===== src/rtl/sound_pkg.sv =====
// Shared constants and step-decode helper for the sound frame sequencer.
package sound_pkg;

  // Channel index within the 4-bit per-channel vectors
  localparam int CH_SQ1   = 0;
  localparam int CH_SQ2   = 1;
  localparam int CH_WAVE  = 2;
  localparam int CH_NOISE = 3;

  // Full-scale length counts
  localparam int LEN_MAX_SQ   = 64;
  localparam int LEN_MAX_WAVE = 256;

  // Length counters are wide enough to hold the WAVE full-scale value
  localparam int CNT_W = 9;

  // Bit n set = strobe fires when the sequencer enters step n
  localparam logic [7:0] LEN_STEPS   = 8'b0101_0101;
  localparam logic [7:0] SWEEP_STEPS = 8'b0100_0100;
  localparam logic [7:0] ENV_STEPS   = 8'b1000_0000;

  typedef struct packed {
    logic length;
    logic sweep;
    logic env;
  } strobe_t;

  // Which strobes belong to a given sequencer step
  function automatic strobe_t decode_step(input logic [2:0] step);
    strobe_t s;
    s.length = LEN_STEPS[step];
    s.sweep  = SWEEP_STEPS[step];
    s.env    = ENV_STEPS[step];
    return s;
  endfunction

endpackage


===== src/rtl/sound_length_counter.sv =====
// One channel's length counter and channel-active status bit.
module sound_length_counter
  import sound_pkg::*;
#(
  parameter int MAX    = LEN_MAX_SQ,
  parameter int LOAD_W = 6
) (
  input  logic              clk,
  input  logic              reset,
  input  logic              master_en,
  input  logic              trig,
  input  logic              len_en,
  input  logic              len_load,
  input  logic [LOAD_W-1:0] len_data,
  input  logic              dac_en,
  input  logic              length_tick,
  output logic              active
);

  localparam logic [CNT_W-1:0] MAX_V = CNT_W'(MAX);
  localparam logic [CNT_W-1:0] ONE   = CNT_W'(1);

  logic [CNT_W-1:0] cnt;
  logic [CNT_W-1:0] cnt_next;
  logic             expire;
  logic             active_next;

  // Counter update: load beats trigger reload, which beats a length decrement
  always_comb begin
    // NOTE: every output of a combinational block gets a default before any branch, so no path leaves it unassigned and no latch is inferred.
    cnt_next = cnt;
    expire   = 1'b0;
    if (len_load) begin
      cnt_next = MAX_V - CNT_W'(len_data);
    end else if (trig) begin
      if (cnt == '0) cnt_next = MAX_V;
    end else if (length_tick && len_en && (cnt != '0)) begin
      cnt_next = cnt - ONE;
      expire   = (cnt == ONE);
    end
  end

  // Active bit: DAC off wins, then trigger sets it, then expiry clears it
  always_comb begin
    active_next = active;
    if (!dac_en)     active_next = 1'b0;
    else if (trig)   active_next = 1'b1;
    else if (expire) active_next = 1'b0;
  end

  // State register; powering the block off behaves exactly like reset
  always_ff @(posedge clk) begin
    // NOTE: state registers use non-blocking assignment so every flop samples pre-edge values regardless of statement order.
    if (reset || !master_en) begin
      cnt    <= '0;
      active <= 1'b0;
    end else begin
      cnt    <= cnt_next;
      active <= active_next;
    end
  end

endmodule


===== src/rtl/sound_frame_sequencer.sv =====
// 512 Hz frame sequencer, channel strobes, trigger pulses and length/active status.
module sound_frame_sequencer
  import sound_pkg::*;
#(
  parameter int FRAME_DIV = 8192
) (
  input  logic       clk,
  input  logic       reset,
  input  logic       master_en,
  input  logic [3:0] trig,
  input  logic [3:0] len_en,
  input  logic [3:0] len_load,
  input  logic [5:0] len_data_sq1,
  input  logic [5:0] len_data_sq2,
  input  logic [7:0] len_data_wave,
  input  logic [5:0] len_data_noise,
  input  logic [3:0] dac_en,
  output logic [2:0] frame_step,
  output logic       length_tick,
  output logic       sweep_tick,
  output logic       env_tick,
  output logic [3:0] ch_start,
  output logic [3:0] ch_active
);

  localparam int PW = (FRAME_DIV > 1) ? $clog2(FRAME_DIV) : 1;
  localparam logic [PW-1:0] PRE_LAST = PW'(FRAME_DIV - 1);

  logic [PW-1:0] prescaler;
  logic [2:0]    step_next;
  strobe_t       strobe_next;

  assign step_next   = frame_step + 3'd1;
  assign strobe_next = decode_step(step_next);

  // Prescaler and step counter; strobes are registered from the step being entered
  always_ff @(posedge clk) begin
    if (reset || !master_en) begin
      prescaler   <= '0;
      frame_step  <= '0;
      length_tick <= 1'b0;
      sweep_tick  <= 1'b0;
      env_tick    <= 1'b0;
    end else if (prescaler == PRE_LAST) begin
      prescaler   <= '0;
      frame_step  <= step_next;
      length_tick <= strobe_next.length;
      sweep_tick  <= strobe_next.sweep;
      env_tick    <= strobe_next.env;
    end else begin
      prescaler   <= prescaler + PW'(1);
      length_tick <= 1'b0;
      sweep_tick  <= 1'b0;
      env_tick    <= 1'b0;
    end
  end

  // One-cycle restart pulse to each channel datapath, only for DAC-enabled channels
  always_ff @(posedge clk) begin
    if (reset || !master_en) ch_start <= '0;
    else                     ch_start <= trig & dac_en;
  end

  sound_length_counter #(.MAX(LEN_MAX_SQ), .LOAD_W(6)) u_len_sq1 (
    .clk         (clk),
    .reset       (reset),
    .master_en   (master_en),
    .trig        (trig[CH_SQ1]),
    .len_en      (len_en[CH_SQ1]),
    .len_load    (len_load[CH_SQ1]),
    .len_data    (len_data_sq1),
    .dac_en      (dac_en[CH_SQ1]),
    .length_tick (length_tick),
    .active      (ch_active[CH_SQ1])
  );

  sound_length_counter #(.MAX(LEN_MAX_SQ), .LOAD_W(6)) u_len_sq2 (
    .clk         (clk),
    .reset       (reset),
    .master_en   (master_en),
    .trig        (trig[CH_SQ2]),
    .len_en      (len_en[CH_SQ2]),
    .len_load    (len_load[CH_SQ2]),
    .len_data    (len_data_sq2),
    .dac_en      (dac_en[CH_SQ2]),
    .length_tick (length_tick),
    .active      (ch_active[CH_SQ2])
  );

  sound_length_counter #(.MAX(LEN_MAX_WAVE), .LOAD_W(8)) u_len_wave (
    .clk         (clk),
    .reset       (reset),
    .master_en   (master_en),
    .trig        (trig[CH_WAVE]),
    .len_en      (len_en[CH_WAVE]),
    .len_load    (len_load[CH_WAVE]),
    .len_data    (len_data_wave),
    .dac_en      (dac_en[CH_WAVE]),
    .length_tick (length_tick),
    .active      (ch_active[CH_WAVE])
  );

  sound_length_counter #(.MAX(LEN_MAX_SQ), .LOAD_W(6)) u_len_noise (
    .clk         (clk),
    .reset       (reset),
    .master_en   (master_en),
    .trig        (trig[CH_NOISE]),
    .len_en      (len_en[CH_NOISE]),
    .len_load    (len_load[CH_NOISE]),
    .len_data    (len_data_noise),
    .dac_en      (dac_en[CH_NOISE]),
    .length_tick (length_tick),
    .active      (ch_active[CH_NOISE])
  );

endmodule


===== config.mk =====
export PLATFORM = sky130hd
export DESIGN_NAME = sound_frame_sequencer
export DESIGN_NICKNAME = d
export VERILOG_FILES = /design/src/rtl/sound_pkg.sv /design/src/rtl/sound_length_counter.sv /design/src/rtl/sound_frame_sequencer.sv
export SDC_FILE = /design/constraint.sdc
export NUM_CORES = 1
export LEC_CHECK = 0
export ABC_AREA = 1
export ABC_CLOCK_PERIOD_IN_PS = 1500
export CAP_MARGIN = 30
export CORE_UTILIZATION = 50
export DETAILED_ROUTE_END_ITERATION = 8
export GPL_ROUTABILITY_DRIVEN = 0
export PLACE_DENSITY = 0.77
export REMOVE_ABC_BUFFERS = 1
export SYNTH_ARGS = -nofsm -noshare
export SYNTH_HDL_FRONTEND = slang
export SYNTH_SLANG_ARGS = --single-unit

===== constraint.sdc =====
create_clock -name clk -period 1.5 [get_ports clk]
set_clock_uncertainty 0.2 [all_clocks]
set_input_delay 0.3 -clock clk [delete_from_list [all_inputs] [get_ports clk]]
set_output_delay 0.3 -clock clk [all_outputs]
set_load 0.01 [all_outputs]

==> reports/metrics.cfg, run 1 <==
[floorplanning]
die_width_um=94.9
die_area_mm2=0.00901
floorplan.die.height_um=94.9
core-area_mm2=0.00830
ios=59
start_util_pct=52.0
placementRows=33

[clocking]
clockRootBuffer=sky130_fd_sc_hd__clkbuf_8
ctsHtreeMaxLevel=3
holdBufCountCts=0
tritoncts=yes
cts.sinks=63
clk_pin_slew_worst_paths_ns=0.09
clock_tree.buffer_depth=2
latest_clock_arrival_within_the_worst_skew_pair_ns=0.37
cts-buffers-inserted=9

[sta]
final_max_slew_viol_count=0
setup_viol_count_final=57
timing_worst_slew_pin_value_ns=0.457
final.setup.tns_ns=-6.74
slew_headroom_pct=69.6
setup_slack_ns=-0.252
rsz0062_at_grt=true
report.final.hold_viol_count=0
timing.final.crit_period_ns=1.75
final_min_period_over_clock_period_pct=117
fmax_mhz=571

[pwr]
power_per_cell_area_mw_per_mm2=776
power_report.internal_total_uw=3430
leakage_component_of_the_power_uw=0.00320
clock_power_share_pct=32.1
peakVddDrop_uv=824
power_switching_uw=1980
report.power.total_uw=5420
power_frac_comb_pct=34.7
fraction_of_power_spent_switching_nets_pct=36.6
share_seq_of_total_power_pct=33.2

[cells_and_area]
finish.utilization_pct=84.1
drive_gt1_share_pct=43.6
finalNonFillerCells=955
area.sequential_mm2=0.00130
areaGrowthSynthToFinish_pct=61.7
fillers=420
antennaDiodeCount=0
mostFrequentLayoutCells=sky130_fd_sc_hd__nand2_1, sky130_fd_sc_hd__buf_4, sky130_fd_sc_hd__nor2_1
final_common_cell=sky130_fd_sc_hd__nand2_1
multi_input_comb_area_mm2=0.00349
design.final.nets=909

[critical_path]
setup.worst_path.class=register to register
critical_path.reg2reg.endpoint=u_len_noise.cnt[7]
r2r.worst_path.cells=10
timing.critical_path.required_ns=1.59
worst-path-max-fanout=3
rr_startpoint=u_len_noise.cnt[0]
end_kind=register
cp_data_arrival_time_ns=1.84
r2r_slack_ns=-0.25
critPathLaunchType=register

[hold_path]
holdPathEnd=u_len_wave.cnt[1]
tightest_hold_check_type=primary input to register
worstHoldPathCells=5
timing.hold.worst.start=len_load[2]

[synth]
synth_warnings=0
synthesis.area_mm2=0.00432
yosysSeqAreaShare_pct=29.2
post_synth_main_area_contributors=sky130_fd_sc_hd__dfxtp_1, sky130_fd_sc_hd__nand2_1, sky130_fd_sc_hd__nor2_1, sky130_fd_sc_hd__nand3_1, sky130_fd_sc_hd__inv_1
postSynthRegisterBits=63
netlist-cell-type-count=32
yosysTopAreaCell=sky130_fd_sc_hd__dfxtp_1
mean_post_synth_cell_area_um2=6.38
synth_largest_type_area_fraction_pct=29.2
syn-instance-count=677

[drt]
antenna_violating_nets_post_route=0
detailedRoute.firstPassIterationCount=7
route.top_layer_used=met4
met3RoutedLength_mm=1.52
via_count=5788
drtIter0Drc=468
route.final.wire_length_mm=18.1
post_drt_wl_per_cell_um=19.0
detail_route.vias_per_cell=6.06
residual_drc=0
wirelength_met1_mm=6.07
route.met2.wl_mm=8.84

[global_route]
pin_count_of_the_biggest_net_entering_global_routing=14
grt_antenna_before_repair=0
grt_pass1_wl_mm=23.0
grt_util_all_layers_pct=32.8
grt_remaining_overflow=0
number_of_global_route_vias_before_repair=5159

[place]
numPortBuffers=58
number_of_placed_cells_counting_well_taps=915
place_hpwl_mm=8.85

[run_status]
violations=setup timing
outcome=complete, but fails checks

[run]
maxCapViolations=0

## sequential cells by signal, summed over array words and instances, names as in the netlist
register,flops
frame_step,3
u_len_noise.cnt,9
u_len_sq1.cnt,9
prescaler,13
u_len_noise.active,1
env_tick,1
u_len_sq2.cnt,9
u_len_wave.cnt,9
ch_start,4
sweep_tick,1
u_len_wave.active,1
u_len_sq2.active,1
length_tick,1
u_len_sq1.active,1
## critical path: stages (launching register included)
cell	delay, ns
sky130_fd_sc_hd__dfxtp_2	0.34
sky130_fd_sc_hd__inv_4	0.08
sky130_fd_sc_hd__ha_4	0.15
sky130_fd_sc_hd__nand2_4	0.05
sky130_fd_sc_hd__nor2_4	0.19
sky130_fd_sc_hd__nand2_4	0.12
sky130_fd_sc_hd__nand3_4	0.12
sky130_fd_sc_hd__nand3_2	0.11
sky130_fd_sc_hd__nand2_1	0.08
sky130_fd_sc_hd__nand2_1	0.06
sky130_fd_sc_hd__nor2_1	0.16
## synth_stat cells (all sizes together)
cell    count
nand2     167
nor2      119
inv       100
nand3      75
dfxtp      63
o21ai      45
a21oi      23
ha         19
nand4      15
o22ai      11
buf        10
xor2       10
nor3        8
and3        4
clkbuf      4
clkinv      1
mux2i       1
or2         1
xnor2       1
## what timing repair did
item,in CTS,in global routing
gates cloned,4,0
setup buffers,8,13
setup endpoints to repair,70,63
resized for setup,166,126
pin swaps,53,49
## layer usage
layer,global-route usage [%],up-vias
met4,18.9,0
met3,7.89,187
met5,0,-
met1,33.9,2661
met2,59.8,427
li1,-,2513
## power by group through the flow
stage	logic (uW)	registers, uW	clock network [uW]
after floorplan	732	1820	0
after global placement	1210	1810	0
after detailed placement	1250	1820	0
after CTS	1480	1780	1670
after global routing	1980	1800	1790
final	1880	1800	1740
## metrics by stage
stage                     worst slack, ns  hold WS (ns)  instance area [um^2]
after floorplan                    -0.919         0.218                  4220
final                              -0.252         0.259                  6980
after detailed placement           -0.489         0.253                  5600
after CTS                         -0.0838         0.267                  6470
after global placement             -0.370         0.251                  5600
after global routing               -0.346         0.267                  6980
## cells by family after synthesis
logic type      after synthesis  synth area share [%]
mux                           1                 0.232
fa+ha+maj                    19                  5.51
xor+xnor                     11                  2.23
flops                        63                  29.2
compound gates               79                  9.62
simple gates                389                  42.1
buf+inv                     115                  11.0
## worst max path at each step
| stage | from | end | slack [ns] |
|---|---|---|---|
| 2_1_floorplan | master_en | u_len_sq2.cnt[7] | -0.92 |
| 3_3_place_gp | len_data_wave[0] | u_len_wave.cnt[6] | -0.37 |
| 3_5_place_dp | len_data_wave[0] | u_len_wave.cnt[8] | -0.49 |
| 4_1_cts | u_len_sq2.cnt[1] | u_len_sq2.cnt[8] | -0.08 |
| 5_1_grt | u_len_sq2.cnt[1] | u_len_sq2.cnt[3] | -0.35 |
| 6_report | u_len_noise.cnt[0] | u_len_noise.cnt[7] | -0.25 |
## cell type report
cell class                      count  area share (%)
Clock inverter                      7            1.40
Multi-Input combinational cell    503            50.0
Timing Repair Buffer              167            20.8
Tap cell                          105            1.88
Sequential cell                    63            18.6
Clock buffer                        9            1.77
Inverter                          101            5.61
Power figures use the tool's default switching activity.
==> inputs of run 2 (changes only) <==
--- a/config.mk
+++ b/config.mk
@@ -12,7 +12,10 @@
 export DETAILED_ROUTE_END_ITERATION = 8
 export GPL_ROUTABILITY_DRIVEN = 0
 export PLACE_DENSITY = 0.77
+export RECOVER_POWER = 25
 export REMOVE_ABC_BUFFERS = 1
+export SKIP_LAST_GASP = 1
+export SLEW_MARGIN = 30
 export SYNTH_ARGS = -nofsm -noshare
 export SYNTH_HDL_FRONTEND = slang
 export SYNTH_SLANG_ARGS = --single-unit
==> run 2 against run 1 <==
The run ends with DRC, setup timing left; non-clock buffer count fell by 6; sequential cell count did not move; design area fell by 2.2%; largest cell class unchanged; wire length fell by 9.6%; sequential power barely moved; die area did not move; first-iteration DRC count rose by 23%; clock power barely moved; worst setup slack improved by 0.039 ns; combinational power fell by 5%.
==> reports/metrics.cfg, run 2 (synthesized netlist as in run 1, its figures left out) <==
[place]
place_hpwl_mm=8.85  ; unchanged
dp_slack_ns=-0.489  ; unchanged
numPortBuffers=58  ; unchanged
dpl-instance-area_mm2=0.00560  ; unchanged

[sta]
final_hold_slack_ns=0.283  ; was 0.259 ns
report.final.hold_viol_count=0  ; unchanged
setup_slack_ns=-0.213  ; was -0.252 ns
slew_headroom_pct=70.9  ; was 69.6%
timing_worst_slew_pin_value_ns=0.437  ; was 0.457 ns
setup_viol_count_final=58  ; was 57
rsz0062_at_grt=true  ; unchanged
final_min_period_over_clock_period_pct=114  ; was 117%
final_max_slew_viol_count=0  ; unchanged
timing.final.crit_period_ns=1.71  ; was 1.75 ns
final.setup.tns_ns=-6.06  ; was -6.74 ns
fmax_mhz=584  ; was 571 MHz

[global_route]
grt_pass1_wl_mm=22.9  ; was 23.0 mm
pin_count_of_the_biggest_net_entering_global_routing=14  ; unchanged
grt_util_all_layers_pct=32.7  ; was 32.8%
grt_antenna_before_repair=0  ; unchanged
number_of_global_route_vias_before_repair=5149  ; was 5,159
grt_remaining_overflow=0  ; unchanged

[pwr]
peakVddDrop_uv=912  ; was 824 uV
leakage_component_of_the_power_uw=0.00312  ; was 0.00320 uW
power_per_cell_area_mw_per_mm2=774  ; was 776 mW/mm^2

[run_status]
violations=DRC, setup timing  ; was setup timing
outcome=complete, but fails checks  ; unchanged

[cells_and_area]
postLayoutCellArea_mm2=0.00683  ; was 0.00698 mm^2
drive_gt1_share_pct=41.9  ; was 43.6%
areaGrowthSynthToFinish_pct=58.1  ; was 61.7%
design.final.nets=903  ; was 909
largest_register_ff_count=13  ; unchanged
antennaDiodeCount=0  ; unchanged
reg_with_most_ffs=prescaler  ; unchanged
final_common_cell=sky130_fd_sc_hd__nand2_1  ; unchanged
mostFrequentLayoutCells=sky130_fd_sc_hd__nand2_1, sky130_fd_sc_hd__buf_4, sky130_fd_sc_hd__nor2_1  ; unchanged

[clocking]
cts.sinks=63  ; unchanged
clk_pin_slew_worst_paths_ns=0.08  ; was 0.09 ns
cts-buffers-inserted=9  ; unchanged
tritoncts=yes  ; unchanged
latest_clock_arrival_within_the_worst_skew_pair_ns=0.35  ; was 0.37 ns
clockRootBuffer=sky130_fd_sc_hd__clkbuf_8  ; unchanged
holdBufCountCts=0  ; unchanged
clock_tree.buffer_depth=2  ; unchanged
ctsHtreeMaxLevel=3  ; unchanged

[critical_path]
worst-path-max-fanout=6  ; was 3
end_kind=register  ; unchanged
timing.critical_path.required_ns=1.54  ; was 1.59 ns
critPathLaunchType=register  ; unchanged
setup.worst_path.class=register to register  ; unchanged
cp_data_arrival_time_ns=1.76  ; was 1.84 ns

[run]
maxCapViolations=0  ; unchanged

[drt]
post_drt_wl_per_cell_um=17.2  ; was 19.0 um
drtIter0Drc=575  ; was 468
via_count=5525  ; was 5,788
detailedRoute.firstPassIterationCount=9  ; was 7
antenna_violating_nets_post_route=0  ; unchanged
detail_route.vias_per_cell=5.82  ; was 6.06
route.final.wire_length_mm=16.4  ; was 18.1 mm
residual_drc=2  ; was 0

[floorplanning]
core-area_mm2=0.00830  ; unchanged
floorplan.die.height_um=94.9  ; unchanged
die_area_mm2=0.00901  ; unchanged
placementRows=33  ; unchanged
ios=59  ; unchanged
die_width_um=94.9  ; unchanged
start_util_pct=52.0  ; unchanged

[hold_path]
tightest_hold_check_type=register to register  ; was primary input to register

==> run 2: what timing repair did <==
item                       in CTS  in global routing
gates cloned                    4                  0
setup buffers                   8                  6
resized for setup             161                108
pin swaps                      53                 34
setup endpoints to repair      70                 63
==> run 2: per-layer routing <==
layer	global-route usage, %	wire length, um	up-vias
li1	-	-	2495
met1	33.9	5610	2539
met2	60.0	8260	341
met3	7.65	1240	150
met4	18.6	1250	0
met5	0	0	-
==> run 2: final cells by class <==
class,count,area (um^2)
sequential,63,1290
multi-input combinational,503,3420
inverter,101,389
fill,458,1470
timing repair buffer,161,1370
tap,105,131
clock buffer,9,124
clock inverter,7,97.6
==> run 2: critical path, stage by stage, from the launching register on <==
cell	delay, ns
sky130_fd_sc_hd__dfxtp_2	0.34
sky130_fd_sc_hd__inv_2	0.09
sky130_fd_sc_hd__ha_4	0.14
sky130_fd_sc_hd__nand2_2	0.05
sky130_fd_sc_hd__nor2_4	0.15
sky130_fd_sc_hd__nand2_4	0.09
sky130_fd_sc_hd__nand2_4	0.11
sky130_fd_sc_hd__nand3_4	0.13
sky130_fd_sc_hd__o21ai_1	0.22
sky130_fd_sc_hd__nor2_1	0.08
==> run 2: stage by stage <==
stage	utilization (%)	cells	total power, uW
floorplan	-	663	2550
global placement	67.5	915	3020
detailed placement	67.5	915	3070
CTS	77.7	943	4930
global route	82.2	949	5470
finish	82.2	949	5280
==> run 2: path summary, 6_finish.rpt <==
path                     start                end  slack (ns)  cells past startpoint
min reg2reg   u_len_sq2.cnt[6]   u_len_sq2.cnt[6]        0.28                      2
max          u_len_wave.cnt[1]  u_len_wave.cnt[3]       -0.21                      9
max reg2reg  u_len_wave.cnt[1]  u_len_wave.cnt[3]       -0.21                      9
min           u_len_sq2.cnt[6]   u_len_sq2.cnt[6]        0.28                      2
==> run 2: report_power, final <==
part / internal (uW) / leakage, uW / switching, uW
Sequential: 1740 / 0.000523 / 59.4
Clock: 938 / 0.000105 / 768
Combinational: 718 / 0.00249 / 1060
